==> src/rtl/click_if.sv <==
// Press-in / gesture-out bundle between the debounce stage and the click decoder.
// The decoder takes the slave side; the debounce stage (or a bench) takes the master side.
interface click_if #(
    parameter int MODE_W = 2
);
    logic              press;
    logic              click_valid;
    logic [1:0]        click_count;
    logic [MODE_W-1:0] mode;
    logic              busy;

    modport master (
        output press,
        input  click_valid,
        input  click_count,
        input  mode,
        input  busy
    );

    modport slave (
        input  press,
        output click_valid,
        output click_count,
        output mode,
        output busy
    );
endinterface

==> src/rtl/click_decoder.sv <==
// Groups press pulses into 1/2/3-click gestures within a timeout window
// and steps a light-stick mode index on each completed gesture.
module click_decoder #(
    parameter int WINDOW_CYCLES = 25000000,
    parameter int NUM_MODES     = 4,
    parameter int MODE_W        = 2
) (
    input  logic   clk,
    input  logic   rst,
    click_if.slave bus
);
    localparam int TW = $clog2(WINDOW_CYCLES);
    localparam logic [TW-1:0]     T_LAST = TW'(WINDOW_CYCLES - 1);
    localparam logic [MODE_W-1:0] M_LAST = MODE_W'(NUM_MODES - 1);

    typedef enum logic {
        IDLE,
        COUNTING
    } state_e;

    state_e            state_q, state_d;
    logic [1:0]        cnt_q, cnt_d;
    logic [TW-1:0]     timer_q, timer_d;
    logic              valid_q, valid_d;
    logic [1:0]        count_q, count_d;
    logic [MODE_W-1:0] mode_q, mode_d;
    logic              busy_q, busy_d;

    logic              emit;
    logic [1:0]        emit_cnt;

    // Gesture collection; a press always wins over the timeout at the same edge.
    always_comb begin
        state_d  = state_q;
        cnt_d    = cnt_q;
        timer_d  = timer_q;
        emit     = 1'b0;
        emit_cnt = cnt_q;
        unique case (state_q)
            IDLE: begin
                if (bus.press) begin
                    state_d = COUNTING;
                    cnt_d   = 2'd1;
                    timer_d = '0;
                end
            end
            COUNTING: begin
                if (bus.press) begin
                    if (cnt_q == 2'd2) begin
                        emit     = 1'b1;
                        emit_cnt = 2'd3;
                        state_d  = IDLE;
                        cnt_d    = 2'd0;
                        timer_d  = '0;
                    end else begin
                        cnt_d   = cnt_q + 2'd1;
                        timer_d = '0;
                    end
                end else if (timer_q == T_LAST) begin
                    emit    = 1'b1;
                    state_d = IDLE;
                    cnt_d   = 2'd0;
                    timer_d = '0;
                end else begin
                    timer_d = timer_q + TW'(1);
                end
            end
        endcase
    end

    always_comb begin
        mode_d  = mode_q;
        valid_d = emit;
        count_d = emit ? emit_cnt : count_q;
        busy_d  = (state_d == COUNTING);
        unique case (1'b1)
            emit && emit_cnt == 2'd1:
                mode_d = (mode_q == M_LAST) ? '0 : mode_q + MODE_W'(1);
            emit && emit_cnt == 2'd2:
                mode_d = (mode_q == '0) ? M_LAST : mode_q - MODE_W'(1);
            emit && emit_cnt == 2'd3:
                mode_d = '0;
            default: ;
        endcase
    end

    always_ff @(posedge clk) begin
        if (rst) begin
            state_q <= IDLE;
            cnt_q   <= '0;
            timer_q <= '0;
            valid_q <= 1'b0;
            count_q <= '0;
            mode_q  <= '0;
            busy_q  <= 1'b0;
        end else begin
            state_q <= state_d;
            cnt_q   <= cnt_d;
            timer_q <= timer_d;
            valid_q <= valid_d;
            count_q <= count_d;
            mode_q  <= mode_d;
            busy_q  <= busy_d;
        end
    end

    assign bus.click_valid = valid_q;
    assign bus.click_count = count_q;
    assign bus.mode        = mode_q;
    assign bus.busy        = busy_q;
endmodule

==> src/flat_wrapper.sv <==
// flat-port wrapper written by rule: the top's interface ports become plain ports
module click_decoder_flat 
#(
    parameter int WINDOW_CYCLES = 25000000,
    parameter int NUM_MODES     = 4,
    parameter int MODE_W        = 2
)
  (clk, rst, bus_press, bus_click_valid, bus_click_count, bus_mode, bus_busy);
  click_if #(.MODE_W(MODE_W)) bus_i ();
  input  logic clk;
  input  logic rst;
  input wire logic [$bits(bus_i.press)-1:0] bus_press;
  output wire logic [$bits(bus_i.click_valid)-1:0] bus_click_valid;
  output wire logic [$bits(bus_i.click_count)-1:0] bus_click_count;
  output wire logic [$bits(bus_i.mode)-1:0] bus_mode;
  output wire logic [$bits(bus_i.busy)-1:0] bus_busy;
  assign bus_i.press = bus_press;
  assign bus_click_valid = bus_i.click_valid;
  assign bus_click_count = bus_i.click_count;
  assign bus_mode = bus_i.mode;
  assign bus_busy = bus_i.busy;
  click_decoder #(.WINDOW_CYCLES(WINDOW_CYCLES), .NUM_MODES(NUM_MODES), .MODE_W(MODE_W)) u_core (.clk(clk), .rst(rst), .bus(bus_i));
endmodule
==> config.mk <==
export PLATFORM = sky130hd
export DESIGN_NAME = click_decoder_flat
export DESIGN_NICKNAME = d
export VERILOG_FILES = /design/src/rtl/click_if.sv /design/src/rtl/click_decoder.sv /design/src/flat_wrapper.sv
export SDC_FILE = /design/constraint.sdc
export NUM_CORES = 1
export LEC_CHECK = 0
export CORE_MARGIN = 5
export CORE_UTILIZATION = 63
export CTS_CLUSTER_DIAMETER = 120
export CTS_CLUSTER_SIZE = 28
export DETAILED_ROUTE_END_ITERATION = 16
export HOLD_SLACK_MARGIN = 0.06
export PLACE_DENSITY = 0.83
export SLEW_MARGIN = 20
export SYNTH_ARGS = -nofsm -noshare
export SYNTH_HDL_FRONTEND = slang
export SYNTH_SLANG_ARGS = --single-unit
==> constraint.sdc <==
create_clock -name clk -period 4.4 [get_ports clk]
set_input_delay 1.32 -clock clk [delete_from_list [all_inputs] [get_ports clk]]
set_output_delay 1.32 -clock clk [all_outputs]
set_load 0.01 [all_outputs]
==> impl_metrics.tcl <==
set metrics [dict create \
    wl_per_cell_um 15.9 \
    synth_commonest_cells "33 x dfxtp_1, 28 x nand2_1, 17 x a21oi_1" \
    critPathArrivalTime_ns 3.45 \
    rows 19 \
    cp_slowest_cell "a21oi_2" \
    ff2ff_path_depth 5 \
    antenna_found_initial 0 \
    grt_pass1_vias 1599 \
    yosysSeqAreaShare_pct 36.2 \
    cellLeakagePower_uw 0.000697 \
    drive_above_1_share_pct 7.36 \
    grt_max_degree 27 \
    criticalPathCategory "in -> reg" \
    ys_types 54 \
    fmax_mhz 314 \
    cp-endpoint "u_core.timer_q[24]$_SDFFE_PP0P_" \
    port_buffers 8 \
    synthCells 226 \
    end_kind "flip-flop" \
    cts_num_sinks 33 \
    clk_pin_slew_ns 0.09 \
    ctsHoldBuffers 0 \
    clock_latency_ns 0.34 \
    die_area_um2 4080 \
    relSlewSlack_pct 33.0 \
    cp_num_cells 6 \
    vias 1718 \
    period_needed_ns 3.19 \
    crit_chain "clkdlybuf4s50_1, nor2_1, nand2_1, a21oi_2, o21ai_0, a31oi_1" \
    clock-root-buffer "clkbuf_4" \
    r2r_end "u_core.timer_q[21]$_SDFFE_PP0P_" \
    io_pins 9 \
    ys_warn_count 0 \
    synth_ff_type "dfxtp_1" \
    synth-seq-cells 33 \
    drtIter0Drc 175 \
    num_antenna_cells 0 \
    finalNetCount 237 \
    worstMarginPinSlew_ns 1.00 \
    fin_skew_ns 0.00567 \
    die_h_um 63.8 \
    synth_nets 232 \
    ir_drop_mv 0.229 \
    path_max_fanout 26 \
    cts_max_level 2 \
    firstDrtPassIters 4 \
    r2r-start "u_core.timer_q[5]$_SDFFE_PP0P_" \
    synthTopCellsByArea "dfxtp_1 36%, nand2_1 5.8%, a21oi_1 4.7%" \
    r2r_setup_slack_ns 2.17 \
    crit_path_start_kind "primary input" \
    core_um2 2760 \
    wl_mm 4.17 \
    cts_buffer_depth 2 \
    grt_overflow 0 \
    status "finished clean" \
    die_w_um 63.8 \
    rsz0062_at_grt "no" \
    crit_buf_inv 1 \
    max_stage_delay_ns 0.77 \
    min_from "u_core.timer_q[24]$_SDFFE_PP0P_" \
    via_per_inst 6.56 \
    hold_class "reg -> reg" \
    finalHoldViolations 0 \
    avgSynthCellArea_um2 8.08 \
    final_cells 262 \
    startpoint "rst" \
    synth_edf_count 0 \
    drc 0 \
    post_cts_buffers 0 \
    initial_core_util_pct 66.2 \
    synth-async-reset-ratio_pct 0 \
    cp.required_ns 4.67 \
    synth_top_area_share_pct 36.2 \
    track_usage_pct 21.8 \
    powerDensity_nw_per_um2 265 \
    dp.cells 255 \
    yosysMostFrequentCell "dfxtp_1" \
    synth_top_cell_by_area "dfxtp_1" \
    syn2layout_area_growth_pct 6.51 \
    drtAntennaViolNets 0 \
    max_cap_violations 0 \
    dp_hpwl_mm 2.99 \
    finalSetupTns_ns 0 \
    netlist_area_um2 1830 \
    cts_made_buffers 5 \
    setup_viol 0 \
    gp_congestion 0.938 \
    final_max_slew_viol_count 0 \
    ctsResizeCount 0 \
    cts_tree "yes" \
    critical_path.top_delay_family "compound AO/OA/AOI/OAI gates" \
    period_share_pct 72.4 \
    grt_pass1_wl_mm 7.20 \
]
## kinds of logic (layout without fill, tap and decap cells)
| group | Yosys count | after routing | share of synthesized area, % |
|---|---|---|---|
| XOR/XNOR | 3 | 3 | 1.44 |
| buffers and inverters | 22 | 27 | 5.48 |
| AO/OA/AOI/OAI | 64 | 64 | 22.2 |
| adder cells (fa/ha/maj) | 3 | 3 | 2.06 |
| AND/OR/NAND/NOR | 99 | 99 | 31.5 |
| multiplexers | 2 | 2 | 1.16 |
| flip-flops | 33 | 33 | 36.2 |
## per-layer routing
| layer | up-vias | share of wire (%) | global-route usage (%) |
|---|---|---|---|
| li1 | 857 | - | - |
| met1 | 813 | 44 | 26.6 |
| met2 | 44 | 50 | 35.7 |
| met3 | 4 | 5.0 | 6.48 |
| met4 | 0 | 1.4 | 8.83 |
| met5 | - | 0 | 0 |
## layout by cell type (no fill, tap or decap), types with 2 or more instances in the layout
cell and instances:
a211oi_1 3, dfxtp_1 33, nand4_2 2, nor3_1 4, nor2_1 13, ha_1 3, nand4b_1 2, nor4_1 3
clkdlybuf4s50_1 8, o21ai_0 11, nand3b_1 2, nor4_4 2, a21oi_1 17, or3_1 4, nand4_1 8, nand2_1 28
o22ai_1 2, inv_1 12, nand3_1 13, a31oi_1 11, o21ai_1 3, and4_1 2, and3_1 3, nor4b_1 2
clkbuf_4 5, xor2_1 3, and2_1 4
## stage by stage
stage	util (%)	cell area [um2]	hold slack [ns]	total power [uW]	worst slack, ns
floorplan	-	1830	0.433	339	1.88
finish	70.6	1950	0.488	516	1.21
CTS	70.6	1950	0.487	520	1.26
global placement	68.6	1890	0.457	349	1.03
global route	70.6	1950	0.519	543	0.960
detailed placement	68.6	1890	0.472	351	0.906
## sequential cells by signal (all words and copies together), names as in the netlist
signal / flops
u_core.bus.click_valid: 1
u_core.bus.mode: 2
u_core.timer_q: 25
u_core.cnt_q: 2
u_core.bus.click_count: 2
u_core.state_q: 1
## cell type report
type | instances | area (um2)
multi-input cells | 171 | 1070
fillers | 234 | 812
flip-flops and latches | 33 | 661
repair buffers | 8 | 80.1
clock buffers | 7 | 55.1
inverters | 12 | 45.0
well taps | 31 | 38.8
## power breakdown
part | total [uW] | switching, uW | leakage (uW) | internal [uW]
logic | 35.1 | 22.0 | 0.000399 | 13.1
clock network | 172 | 96.9 | 0.0000314 | 75.3
registers | 309 | 7.29 | 0.000267 | 302
total | 516 | 126 | 0.000697 | 390
## worst min path at each step
stage,slack (ns),cells after the start,end
floorplan,0.43,1,u_core.timer_q[24]$_SDFFE_PP0P_
global placement,0.46,1,u_core.timer_q[24]$_SDFFE_PP0P_
detailed placement,0.47,1,u_core.timer_q[24]$_SDFFE_PP0P_
CTS,0.49,1,u_core.timer_q[24]$_SDFFE_PP0P_
global route,0.52,2,u_core.timer_q[16]$_SDFFE_PP0P_
finish,0.49,1,u_core.timer_q[24]$_SDFFE_PP0P_
## worst register-to-register path: stages (launching register included)
cell	delay, ns
dfxtp_1	0.44
nor4b_1	0.40
and4_1	0.44
a21oi_2	0.32
and3_1	0.28
a211o_1	0.25
No activity file was read; power rests on OpenSTA's default activity.
